<file path="config.mk">
export PLATFORM = sky130hd
export DESIGN_NAME = vga_stream_out
export DESIGN_NICKNAME = d
export VERILOG_FILES = /design/src/rtl/vga_pkg.sv /design/src/rtl/vga_timing.sv /design/src/rtl/vga_stream_out.sv
export SDC_FILE = /design/constraint.sdc
export NUM_CORES = 1
export LEC_CHECK = 0
export ABC_CLOCK_PERIOD_IN_PS = 3300
export CORE_ASPECT_RATIO = 0.8
export CORE_MARGIN = 1
export CORE_UTILIZATION = 55
export DETAILED_ROUTE_END_ITERATION = 7
export DONT_BUFFER_PORTS = 1
export MAX_ROUTING_LAYER = met4
export PLACE_DENSITY = 0.81
export SYNTH_ARGS = -nofsm -noshare
export SYNTH_HDL_FRONTEND = slang
export SYNTH_HIERARCHICAL = 1
export SYNTH_SLANG_ARGS = --single-unit
</file>
<file path="constraint.sdc">
create_clock -name pixel_clk -period 3.3 [get_ports pixel_clk]
set_clock_uncertainty 0.2 [all_clocks]
set_input_delay 0.33 -clock pixel_clk [delete_from_list [all_inputs] [get_ports pixel_clk]]
set_output_delay 0.33 -clock pixel_clk [all_outputs]
set_load 0.05 [all_outputs]
</file>
<file path="src/rtl/vga_pkg.sv">
// Shared types and default timing for the VGA stream output block.
// Defaults describe an 800x480 panel with active-low syncs.
package vga_pkg;

    typedef enum logic [1:0] {
        ST_IDLE,
        ST_WAIT_SOF,
        ST_ARMED,
        ST_RUN
    } stream_state_e;

    localparam int DEF_HDISP  = 800;
    localparam int DEF_VDISP  = 480;
    localparam int DEF_HFP    = 40;
    localparam int DEF_HPULSE = 48;
    localparam int DEF_HBP    = 40;
    localparam int DEF_VFP    = 13;
    localparam int DEF_VPULSE = 3;
    localparam int DEF_VBP    = 29;

    localparam int DEF_DATA_WIDTH = 32;
    localparam bit DEF_HS_POL     = 1'b0;
    localparam bit DEF_VS_POL     = 1'b0;

    localparam logic [DEF_DATA_WIDTH-1:0] DEF_FILL_COLOR = '0;

endpackage

</file>
<file path="src/rtl/vga_timing.sv">
// Raster counters and registered sync/blank/coordinate generation.
// Each line and frame runs front porch, pulse, back porch, then active area.
module vga_timing
    import vga_pkg::*;
#(
    parameter int HDISP  = DEF_HDISP,
    parameter int VDISP  = DEF_VDISP,
    parameter int HFP    = DEF_HFP,
    parameter int HPULSE = DEF_HPULSE,
    parameter int HBP    = DEF_HBP,
    parameter int VFP    = DEF_VFP,
    parameter int VPULSE = DEF_VPULSE,
    parameter int VBP    = DEF_VBP,
    parameter bit HS_POL = DEF_HS_POL,
    parameter bit VS_POL = DEF_VS_POL
) (
    input  logic                       pixel_clk,
    input  logic                       pixel_rst_n,
    output logic                       active_now,
    output logic                       first_now,
    output logic                       hs,
    output logic                       vs,
    output logic                       blank,
    output logic [$clog2(HDISP)-1:0]   pix_x,
    output logic [$clog2(VDISP)-1:0]   pix_y,
    output logic                       frame_start
);

    localparam int HTOTAL = HDISP + HFP + HPULSE + HBP;
    localparam int VTOTAL = VDISP + VFP + VPULSE + VBP;
    localparam int HSTART = HFP + HPULSE + HBP;
    localparam int VSTART = VFP + VPULSE + VBP;
    localparam int HC_W   = $clog2(HTOTAL);
    localparam int VC_W   = $clog2(VTOTAL);
    localparam int PX_W   = $clog2(HDISP);
    localparam int PY_W   = $clog2(VDISP);

    logic [HC_W-1:0] hc;
    logic [VC_W-1:0] vc;
    logic            h_wrap;
    logic            hs_now;
    logic            vs_now;

    // NOTE: every combinational output gets a value on every path, so no latch is inferred.
    always_comb begin
        h_wrap     = (hc == HC_W'(HTOTAL - 1));
        hs_now     = (hc >= HC_W'(HFP)) && (hc < HC_W'(HFP + HPULSE));
        vs_now     = (vc >= VC_W'(VFP)) && (vc < VC_W'(VFP + VPULSE));
        active_now = (hc >= HC_W'(HSTART)) && (vc >= VC_W'(VSTART));
        first_now  = (hc == HC_W'(HSTART)) && (vc == VC_W'(VSTART));
    end

    // NOTE: sequential state uses non-blocking assignments so all registers sample the same old values.
    always_ff @(posedge pixel_clk or negedge pixel_rst_n) begin
        if (!pixel_rst_n) begin
            hc          <= '0;
            vc          <= '0;
            hs          <= ~HS_POL;
            vs          <= ~VS_POL;
            blank       <= 1'b0;
            pix_x       <= '0;
            pix_y       <= '0;
            frame_start <= 1'b0;
        end else begin
            if (h_wrap) begin
                hc <= '0;
                vc <= (vc == VC_W'(VTOTAL - 1)) ? '0 : vc + 1'b1;
            end else begin
                hc <= hc + 1'b1;
            end
            // Outputs describe the counter value of this cycle, one cycle late.
            hs          <= hs_now ? HS_POL : ~HS_POL;
            vs          <= vs_now ? VS_POL : ~VS_POL;
            blank       <= active_now;
            pix_x       <= active_now ? PX_W'(hc - HC_W'(HSTART)) : '0;
            pix_y       <= active_now ? PY_W'(vc - VC_W'(VSTART)) : '0;
            frame_start <= first_now;
        end
    end

endmodule

</file>
<file path="src/rtl/vga_stream_out.sv">
// Streams pixels from a valid/ready source onto a VGA raster, locking each
// frame to the source's start-of-frame marker and counting stream errors.
module vga_stream_out
    import vga_pkg::*;
#(
    parameter int                    HDISP      = DEF_HDISP,
    parameter int                    VDISP      = DEF_VDISP,
    parameter int                    HFP        = DEF_HFP,
    parameter int                    HPULSE     = DEF_HPULSE,
    parameter int                    HBP        = DEF_HBP,
    parameter int                    VFP        = DEF_VFP,
    parameter int                    VPULSE     = DEF_VPULSE,
    parameter int                    VBP        = DEF_VBP,
    parameter int                    DATA_WIDTH = DEF_DATA_WIDTH,
    parameter bit                    HS_POL     = DEF_HS_POL,
    parameter bit                    VS_POL     = DEF_VS_POL,
    parameter logic [DATA_WIDTH-1:0] FILL_COLOR = DATA_WIDTH'(DEF_FILL_COLOR)
) (
    input  logic                       pixel_clk,
    input  logic                       pixel_rst_n,
    input  logic                       enable,
    input  logic                       s_valid,
    output logic                       s_ready,
    input  logic [DATA_WIDTH-1:0]      s_data,
    input  logic                       s_sof,
    output logic                       HS,
    output logic                       VS,
    output logic                       BLANK,
    output logic [DATA_WIDTH-1:0]      RGB,
    output logic [$clog2(HDISP)-1:0]   pix_x,
    output logic [$clog2(VDISP)-1:0]   pix_y,
    output logic                       frame_start,
    output logic [15:0]                err_count
);

    logic          active_now;
    logic          first_now;
    stream_state_e state;
    stream_state_e state_next;
    logic          load;
    logic          err_evt;

    vga_timing #(
        .HDISP  (HDISP),
        .VDISP  (VDISP),
        .HFP    (HFP),
        .HPULSE (HPULSE),
        .HBP    (HBP),
        .VFP    (VFP),
        .VPULSE (VPULSE),
        .VBP    (VBP),
        .HS_POL (HS_POL),
        .VS_POL (VS_POL)
    ) u_timing (
        .pixel_clk   (pixel_clk),
        .pixel_rst_n (pixel_rst_n),
        .active_now  (active_now),
        .first_now   (first_now),
        .hs          (HS),
        .vs          (VS),
        .blank       (BLANK),
        .pix_x       (pix_x),
        .pix_y       (pix_y),
        .frame_start (frame_start)
    );

    // Handshake and error decisions for the pixel the counters point at now.
    always_comb begin
        state_next = state;
        s_ready    = 1'b0;
        load       = 1'b0;
        err_evt    = 1'b0;
        unique case (state)
            ST_IDLE: begin
                if (enable) state_next = ST_WAIT_SOF;
            end
            ST_WAIT_SOF: begin
                s_ready = !(s_valid && s_sof);
                if (s_valid && s_sof) state_next = ST_ARMED;
            end
            ST_ARMED: begin
                if (first_now) begin
                    s_ready = 1'b1;
                    if (s_valid) begin
                        load       = 1'b1;
                        state_next = ST_RUN;
                    end else begin
                        err_evt    = 1'b1;
                        state_next = ST_WAIT_SOF;
                    end
                end
            end
            ST_RUN: begin
                if (active_now) begin
                    if (!s_valid) begin
                        err_evt    = 1'b1;
                        state_next = ST_WAIT_SOF;
                    end else if (first_now && !s_sof) begin
                        s_ready    = 1'b1;
                        err_evt    = 1'b1;
                        state_next = ST_WAIT_SOF;
                    end else if (!first_now && s_sof) begin
                        // Early SOF is left on the bus and shown from the next frame origin.
                        err_evt    = 1'b1;
                        state_next = ST_ARMED;
                    end else begin
                        s_ready = 1'b1;
                        load    = 1'b1;
                    end
                end
            end
            default: state_next = ST_IDLE;
        endcase
        if (!enable) begin
            state_next = ST_IDLE;
            s_ready    = 1'b0;
            load       = 1'b0;
            err_evt    = 1'b0;
        end
    end

    always_ff @(posedge pixel_clk or negedge pixel_rst_n) begin
        if (!pixel_rst_n) begin
            state     <= ST_IDLE;
            RGB       <= '0;
            err_count <= '0;
        end else begin
            state <= state_next;
            if (load) begin
                RGB <= s_data;
            end else if (active_now) begin
                RGB <= FILL_COLOR;
            end else begin
                RGB <= '0;
            end
            if (err_evt && (err_count != 16'hFFFF)) begin
                err_count <= err_count + 16'd1;
            end
        end
    end

endmodule

</file>
# Word-level counts from Yosys, hierarchy flattened
# Index checks and enable logic that the tools add are counted.
# op_classes
n_lt_le_gt_ge,6
reduce_logical,13
eq_ne,12
mux,38
n_addsub,5
# op_table
operator,count
$mux 32,1
$mux 10,3
$mux 1,21
$add 10x1->10 const B,2
$eq 10x10->1 const B,2
$ge 10x6->1 const B,2
$add 16x1->16 const B,1
$mux 2,8
$ne 16x16->1 const B,1
$eq 10x6->1 const B,1
$eq 10x8->1 const B,1
$ge 10x4->1 const B,1
$ge 10x8->1 const B,1
$lt 10x5->1 const B,1
$lt 10x7->1 const B,1
$sub 10x8->10 const B,1
$mux 9,1
$sub 9x6->9 const B,1
$logic_and 1x1->1,8
$pmux 2 s4,1
$ne 3x3->1 const B,2
$ne 5x5->1 const B,1
$eq 2x2->1 const B,2
$pmux 1 s2,2
other kinds (6),8
# word_totals
input_bits,37
regBits,93
output_inout_bits,72

# Longest topological paths before layout
# Gate-level depths: netlist of the first run.
# depth
word_depth,11
depth_mapped,12
depth_no_buf,11

# Modules after synthesis
# Netlist of the first run, hierarchy kept.
# by_module_without_submodules
mod,area_per_inst_um2,seq_area_each_um2,cells_each,n_inst
vga_timing,2147.1,1078.5,191,1
vga_stream_out,2044.5,1251.2,165,1

# Least setup slack after synthesis of the first run
# Ideal clock, no wire load.
# synth_path
kind,reg2out
start,register u_timing.hc[6]
end,output port s_ready
path_stages_with_launch,10
n_path_buf,1
arrival_ns,3.080
setup_slack_ns,-0.310
path_cell_list,dfrtp_1 > buf_6 > nor4_1 > nand4b_1 > nor3b_1 > inv_1 > ha_1 > nor3_1 > o21ai_0 > a21boi_0
# synth_via
elab_chain_len,10
elab_cells_between_ends,14
classes_between,order compare: 1; eq/ne: 1; mux: 7; reduce/logical: 5
# synth_rtl
element,line_no,source
from (decl),vga_timing.sv:38,logic [HC_W-1:0] hc;
from (signal assigned),vga_timing.sv:69,hc <= hc + 1'b1;
$eq 10x8->1 (*),vga_timing.sv:50,first_now = (hc == HC_W'(HSTART)) && (vc == VC_W'(VSTART));
$logic_and 1x1->1 (*),vga_timing.sv:50,
via first_now,vga_stream_out.sv:37,logic first_now;
$logic_not 1->1,vga_stream_out.sv:102,end else if (!first_now && s_sof) begin
$logic_and 1x1->1,vga_stream_out.sv:102,
$mux 1,vga_stream_out.sv:102,
$mux 1,vga_stream_out.sv:98,end else if (first_now && !s_sof) begin
$mux 1,vga_stream_out.sv:95,if (!s_valid) begin
$mux 1,vga_stream_out.sv:94,if (active_now) begin
$pmux 1 s3 (*),vga_stream_out.sv:73,unique case (state)
$mux 1 (*),vga_stream_out.sv:114,if (!enable) begin
to (decl),vga_stream_out.sv:23,"output logic s_ready,"
# The timed path passes the listed nets; every way through them passes the cells marked *.

# Final worst setup path of the first run
# layout_path
start,register u_timing.vc[1]
end,output port s_ready
# layout_via
elab_cells_between_ends,14
classes_between,order compare: 1; eq/ne: 1; mux: 7; reduce/logical: 5
# layout_lines
element,line_no,source
from (decl),vga_timing.sv:39,logic [VC_W-1:0] vc;
from (signal assigned),vga_timing.sv:67,vc <= (vc == VC_W'(VTOTAL - 1)) ? '0 : vc + 1'b1;
$ge 10x6->1,vga_timing.sv:49,active_now = (hc >= HC_W'(HSTART)) && (vc >= VC_W'(VSTART));
$logic_and 1x1->1,vga_timing.sv:49,
via active_now,vga_stream_out.sv:36,logic active_now;
$mux 1,vga_stream_out.sv:94,
$pmux 1 s3,vga_stream_out.sv:73,
$mux 1,vga_stream_out.sv:114,
# The timed path passes the listed nets, and every way through them passes these cells.

==> results.yml, run 1 <==
worst_setup_path:
  cp_top_family: "compound AO/OA/AOI/OAI gates"
  crit_path_end_kind: "primary output"
  critPathMaxFanout: 8
  cp.required_ns: 2.77
  crit_slowest_cell: "dfrtp_1"
  cp.buffers_inverters: 3
  critical_path_depth: 11
  path_cells: "inv_1, ha_1, and3b_1, o21ai_2, a32o_2, inv_2, nand2_2, nor3_2, o21ai_0, a21boi_1, buf_4"
  crit_arrival_ns: 2.61
  worst-r2r-cell-count: 11
  cp-start-kind: "flip-flop"
  max_stage_delay_ns: 0.37
  crit_type: "reg -> out"
global_route:
  grt_max_degree: 94
  gr-total-overflow: 0
  antenna_found_initial: 0
  grt_pass1_vias: 2831
  grt_pass1_wl_mm: 14.0
  track_usage_pct: 23.5
final_layout:
  antenna_cells: 0
  syn2layout_area_growth_pct: 19.0
  drive_above_1_share_pct: 18.6
  stdcell_count: 520
  fin_area_um2: 4990
  nets: 459
floorplanning:
  die_x_um: 99.6
  start_util_pct: 56.7
  die_h_um: 80.1
  dieArea_um2: 7980
  rows: 28
  core_area_um2: 7390
  boundaryPins: 109
synth:
  synth_top_area_share_pct: 54.3
  ys_top_cells_by_count: "dfrtp_1 (91), and2_1 (41), xnor2_1 (21), nand2_1 (15), nand3_1 (14)"
  synth_nets: 405
  yosys.area.top_type: "dfrtp_1"
  ys_top_cells_by_area: "dfrtp_1 (54%), and2_1 (6.1%), xnor2_1 (4.4%)"
  ys.warnings.count: 6
  synth_edf_count: 0
  synth_flop_cell: "dfrtp_1"
  ys_seq_area_share_pct: 55.6
  synth.most_common_cell: "dfrtp_1"
  async_flop_share_pct: 100
  syn_avg_cell_area_um2: 11.8
  synth-seq-cells: 93
  synth_area_um2: 4190
  syn_inst: 356
  synth_cell_types: 62
placed_design:
  dp_slack_ns: 0.119
  gp_congestion: 0.871
  dp_hpwl_mm: 5.33
  place_area_um2: 4310
  numPortBuffers: 0
  placed_cells: 460
sta:
  max_slew_margin_pct: 57.2
  hold_viol: 0
  fmax_mhz: 319
  fin_ws_ns: 0.161
  post-route-period-util_pct: 95.1
  finalMaxSlewViolations: 0
  finalCriticalPeriod_ns: 3.14
  timing.final.setup_violations: 0
  tightest_slew_ns: 0.641
route:
  drtIter0Drc: 134
  firstDrtPassIters: 4
  wl_per_cell_um: 16.6
  dr_total_vias: 2848
  postRouteAntennaNets: 0
  wirelength_mm: 8.64
  avgViaCountPerCell: 5.48
  drc: 0
power_and_ir_drop:
  peakVddDrop_v: 0.000186
  p_total_w: 0.00195
  power.density_nw_per_um2: 391
  p_leak_nw: 2.37
clock_network:
  cts_buffer_depth: 2
  insertion_delay_ns: 0.36
  cts_tree: "yes"
  cts_root_buf: "clkbuf_8"
  htreeDepth: 3
  cts.clk_slew.worst_paths_ns: 0.09
  clock_sinks: 93
  cts_buffers: 9
job:
  maxCapViolCount: 0
min_path:
  hold_depth: 3
  hp-class: "in -> reg"
status:
  status: "completed"
## registers in the layout, indices dropped and copies added, names as in the netlist
register	count
RGB	32
err_count	16
state	2
u_timing/blank	1
u_timing/frame_start	1
u_timing/hc	10
u_timing/hs	1
u_timing/pix_x	10
u_timing/pix_y	9
u_timing/vc	10
u_timing/vs	1
## stage by stage
step | setup TNS (ns) | hold WS (ns) | util, %
3_3_place_gp | 0 | -0.164 | 58.4
5_1_grt | -0.0127 | 0.168 | 67.5
4_1_cts | 0 | 0.121 | 66.7
2_1_floorplan | 0 | -0.166 | -
3_5_place_dp | 0 | -0.164 | 58.4
6_report | 0 | 0.138 | 67.5
## routing by layer
| layer | share of wire (%) | wire (µm) | global-route usage [%] |
|---|---|---|---|
| met5 | 0 | 0 | - |
| met4 | 1.7 | 150 | 7.65 |
| met3 | 7.6 | 661 | 6.61 |
| met2 | 47 | 4040 | 36.9 |
| met1 | 44 | 3790 | 29.9 |
## worst reg2reg max path: stages (launching register included)
cell	delay, ns
dfrtp_1	0.37
inv_1	0.10
ha_1	0.25
and3b_1	0.28
o21ai_2	0.08
a32o_2	0.27
inv_2	0.11
nand2_2	0.09
o22a_2	0.26
nor3_4	0.48
nand4_1	0.21
xnor2_1	0.18
## logic make-up after synthesis
group | share of synthesized area [%]
and+or+nand+nor | 23.2
adders and majority gates | 3.58
muxes | 0.866
AOI/OAI and AO/OA | 6.96
buffers and inverters | 3.97
xor gates and xnor gates | 5.85
DFF | 55.6
## where the power goes
part           total [W]  internal [W]  switching (W)
clock network   0.000731      0.000309       0.000422
registers        0.00114       0.00114     0.00000303
logic          0.0000750     0.0000394      0.0000356
total            0.00195       0.00149       0.000461
## what timing repair did
item                                    4_1_cts  5_1_grt
endpoints found under the setup margin        1        1
gates resized for setup                       2        6
endpoints found under the hold margin       127        0
hold buffers                                 38        0
pin swaps                                     0        2
buffers inserted                              3        3
## worst paths after layout
path	from	slack [ns]	end
hold / removal	s_valid	0.14	state[1]
min in group asynchronous	pixel_rst_n	0.36	err_count[9]
setup reg to reg	u_timing/vc[1]	0.30	err_count[6]
hold reg to reg	u_timing/hc[0]	0.34	u_timing/hc[0]
max in group asynchronous	pixel_rst_n	2.19	u_timing/vs
setup / recovery	u_timing/vc[1]	0.16	s_ready
## layout by cell type (no fill, tap or decap), types with 2 or more instances in the layout
cell type,count
xnor2_1,21
nor4_4,2
nand2_1,15
nor3b_1,4
ha_1,12
a21oi_1,6
and3_1,2
nor3_4,2
inv_6,3
dfstp_2,2
and2_1,41
o21ai_0,13
nor2b_1,2
inv_1,13
nand3_1,14
a31oi_1,4
xor2_1,7
nand2_2,2
a21boi_0,2
buf_4,20
and4_1,4
or3_1,3
nor3_1,6
dlygate4sd3_1,37
dfrtp_1,88
nor3b_2,2
o21bai_1,2
dfrtp_2,3
nor2_2,9
nand4_1,13
nand2b_1,2
clkbuf_8,10
nor2_1,13
## cell type report
type	count	area (µm²)
fill	532	2410
clock buffer	10	138
timing repair buffer	58	548
tap	105	131
inverter	14	52.6
sequential	93	2330
multi-input combinational	234	1730
clock inverter	6	53.8
No activity file was read; power rests on OpenSTA's default activity.
==> run 2: changes to the inputs <==
Settings changed: CORE_MARGIN 1 to 2.
==> run 2 against run 1 <==
Compared with the run above: power grew 8.3%; utilization up 0.93 points; maximum frequency increased by 0.97%; die area grew 4.6%; clock power up 22%; register-to-register slack better by 0.14 ns; sequential share of layout area decreased by 0.61 points; cell count rose by 0.19%; critical endpoint unchanged; largest power group unchanged; highest routed layer unchanged.
==> results.yml, run 2 (same netlist as run 1, synthesis figures left out) <==
status:
  status: "completed"
final_layout:
  register_area_um2: 2330
  drive_above_1_share_pct: 20.2
  mostFrequentLayoutCell: "dfrtp_1"
  largest_reg_flops: 32
  most-common-layout-cells: "dfrtp_1 (87), and2_1 (41), dlygate4sd3_1 (37)"
  syn2layout_area_growth_pct: 20.6
  nets: 460
  largestRegisters: "RGB x32, err_count x16"
  fillerInstances: 518
  antenna_cells: 0
  multi_input_area_um2: 1730
  largest-register: "RGB"
route:
  firstDrtPassIters: 4
  drtIter0Drc: 153
  postRouteAntennaNets: 0
  drc: 0
  dr_total_vias: 2837
  wl_per_cell_um: 16.9
  avgViaCountPerCell: 5.45
  wirelength_mm: 8.79
worst_setup_path:
  crit_arrival_ns: 2.58
  path_cells: "and2_4, nand4b_4, nor3b_2, buf_4, inv_1, ha_1, nor3_2, o21ai_0, a21boi_1, buf_4"
  worst_path_most_repeated_cell: "buf_4"
  critPathMaxFanout: 10
  crit_path_end_kind: "primary output"
  cp.required_ns: 2.77
  crit_slowest_cell: "dfrtp_1"
  cp-start-kind: "flip-flop"
  crit_type: "reg -> out"
  cp.buffers_inverters: 3
  cp_top_family: "simple AND/OR/NAND/NOR gates"
  max_stage_delay_ns: 0.52
power_and_ir_drop:
  p_leak_nw: 2.40
  peakVddDrop_v: 0.000284
  power.density_nw_per_um2: 418
  p_total_w: 0.00211
global_route:
  antenna_found_initial: 0
  grt_pass1_wl_mm: 14.2
  gr-total-overflow: 0
  grt_pass1_vias: 2827
  track_usage_pct: 22.7
  grt_max_degree: 94
placed_design:
  dp_slack_ns: 0.247
  gp_congestion: 0.889
  dp_hpwl_mm: 5.71
  numPortBuffers: 0
clock_network:
  cts_buffers: 9
  cts_tree: "yes"
  insertion_delay_ns: 0.35
  clock_sinks: 93
  cts_buffer_depth: 2
  cts_root_buf: "clkbuf_8"
  cts.clk_slew.worst_paths_ns: 0.09
  htreeDepth: 3
min_path:
  hp-class: "in -> reg"
floorplanning:
  core_area_um2: 7390
  die_x_um: 102
  boundaryPins: 109
  start_util_pct: 56.7
  rows: 28
  dieArea_um2: 8340
  die_h_um: 82.1
sta:
  finalCriticalPeriod_ns: 3.11
  finalMaxSlewViolations: 0
  tightest_slew_ns: 0.623
  fmax_mhz: 322
  hold_viol: 0
  timing.final.setup_violations: 0
  post-route-period-util_pct: 94.2
  fin_ws_ns: 0.191
  max_slew_margin_pct: 58.3
job:
  maxCapViolCount: 0
==> run 2: changes by cell type in the layout (fill, tap and decap cells not counted), sizes merged <==
| cell | previous run | this run |
|---|---|---|
| inv | 18 | 15 |
| bufinv | 0 | 3 |
| buf | 21 | 22 |
| clkbuf | 10 | 9 |
| clkinv | 1 | 3 |
| clkinvlp | 1 | 0 |
==> run 2: final timing paths <==
kind,start,end,slack (ns),cells past startpoint
setup / recovery,u_timing/vc[2],s_ready,0.19,10
hold / removal,s_valid,state[1],0.12,3
setup reg to reg,u_timing/vc[2],err_count[14],0.44,9
hold reg to reg,u_timing/hc[0],u_timing/hc[0],0.35,1
max in group asynchronous,pixel_rst_n,u_timing/vs,2.17,2
min in group asynchronous,pixel_rst_n,err_count[13],0.37,2
==> run 2: routing by layer <==
| layer | routed length, µm | track usage, % | share of wire, % | vias to the layer above |
|---|---|---|---|---|
| met2 | 4380 | 36.8 | 50 | 108 |
| met1 | 3720 | 27.7 | 42 | 1398 |
| met4 | 72 | 6.22 | 0.82 | 0 |
| li1 | - | - | - | 1322 |
| met3 | 621 | 6.89 | 7.1 | 9 |
| met5 | 0 | - | 0 | - |
==> run 2: layout make-up <==
class,count,area share [%]
clock buffers,9,2.45
well taps,105,2.60
inverters,14,1.09
flip-flops and latches,93,46.2
clock inverters,7,2.40
repair buffers,59,11.0
multi-input cells,234,34.3
==> run 2: power breakdown <==
part | internal [W] | switching, W
sequential | 0.00114 | 0.00000287
clock | 0.000507 | 0.000386
combinational | 0.0000394 | 0.0000353
total | 0.00169 | 0.000425
==> run 2: repair_timing <==
item	CTS	global route
buffers inserted	0	7
gates cloned	0	0
endpoints found under the setup margin	1	1
gates resized for setup	1	13
pin swaps	0	3
hold buffers	38	0
hold endpoints to repair	127	0
==> run 2: worst min-delay path: stages <==
cell	delay (ns)
a21boi_0	0.10
o21ai_0	0.13
a21boi_0	0.08
==> run 2: through the flow <==
step / TNS [ns] / std cells / hold slack [ns] / utilization, % / area (µm²)
finish: 0 / 521 / 0.119 / 68.4 / 5050
global route: -0.0224 / 521 / 0.138 / 68.4 / 5050
CTS: 0 / 514 / 0.0988 / 67.1 / 4960
detailed placement: 0 / 460 / -0.164 / 58.4 / 4310
global placement: 0 / 460 / -0.164 / 58.4 / 4310
floorplan: 0 / 356 / -0.166 / - / 4190
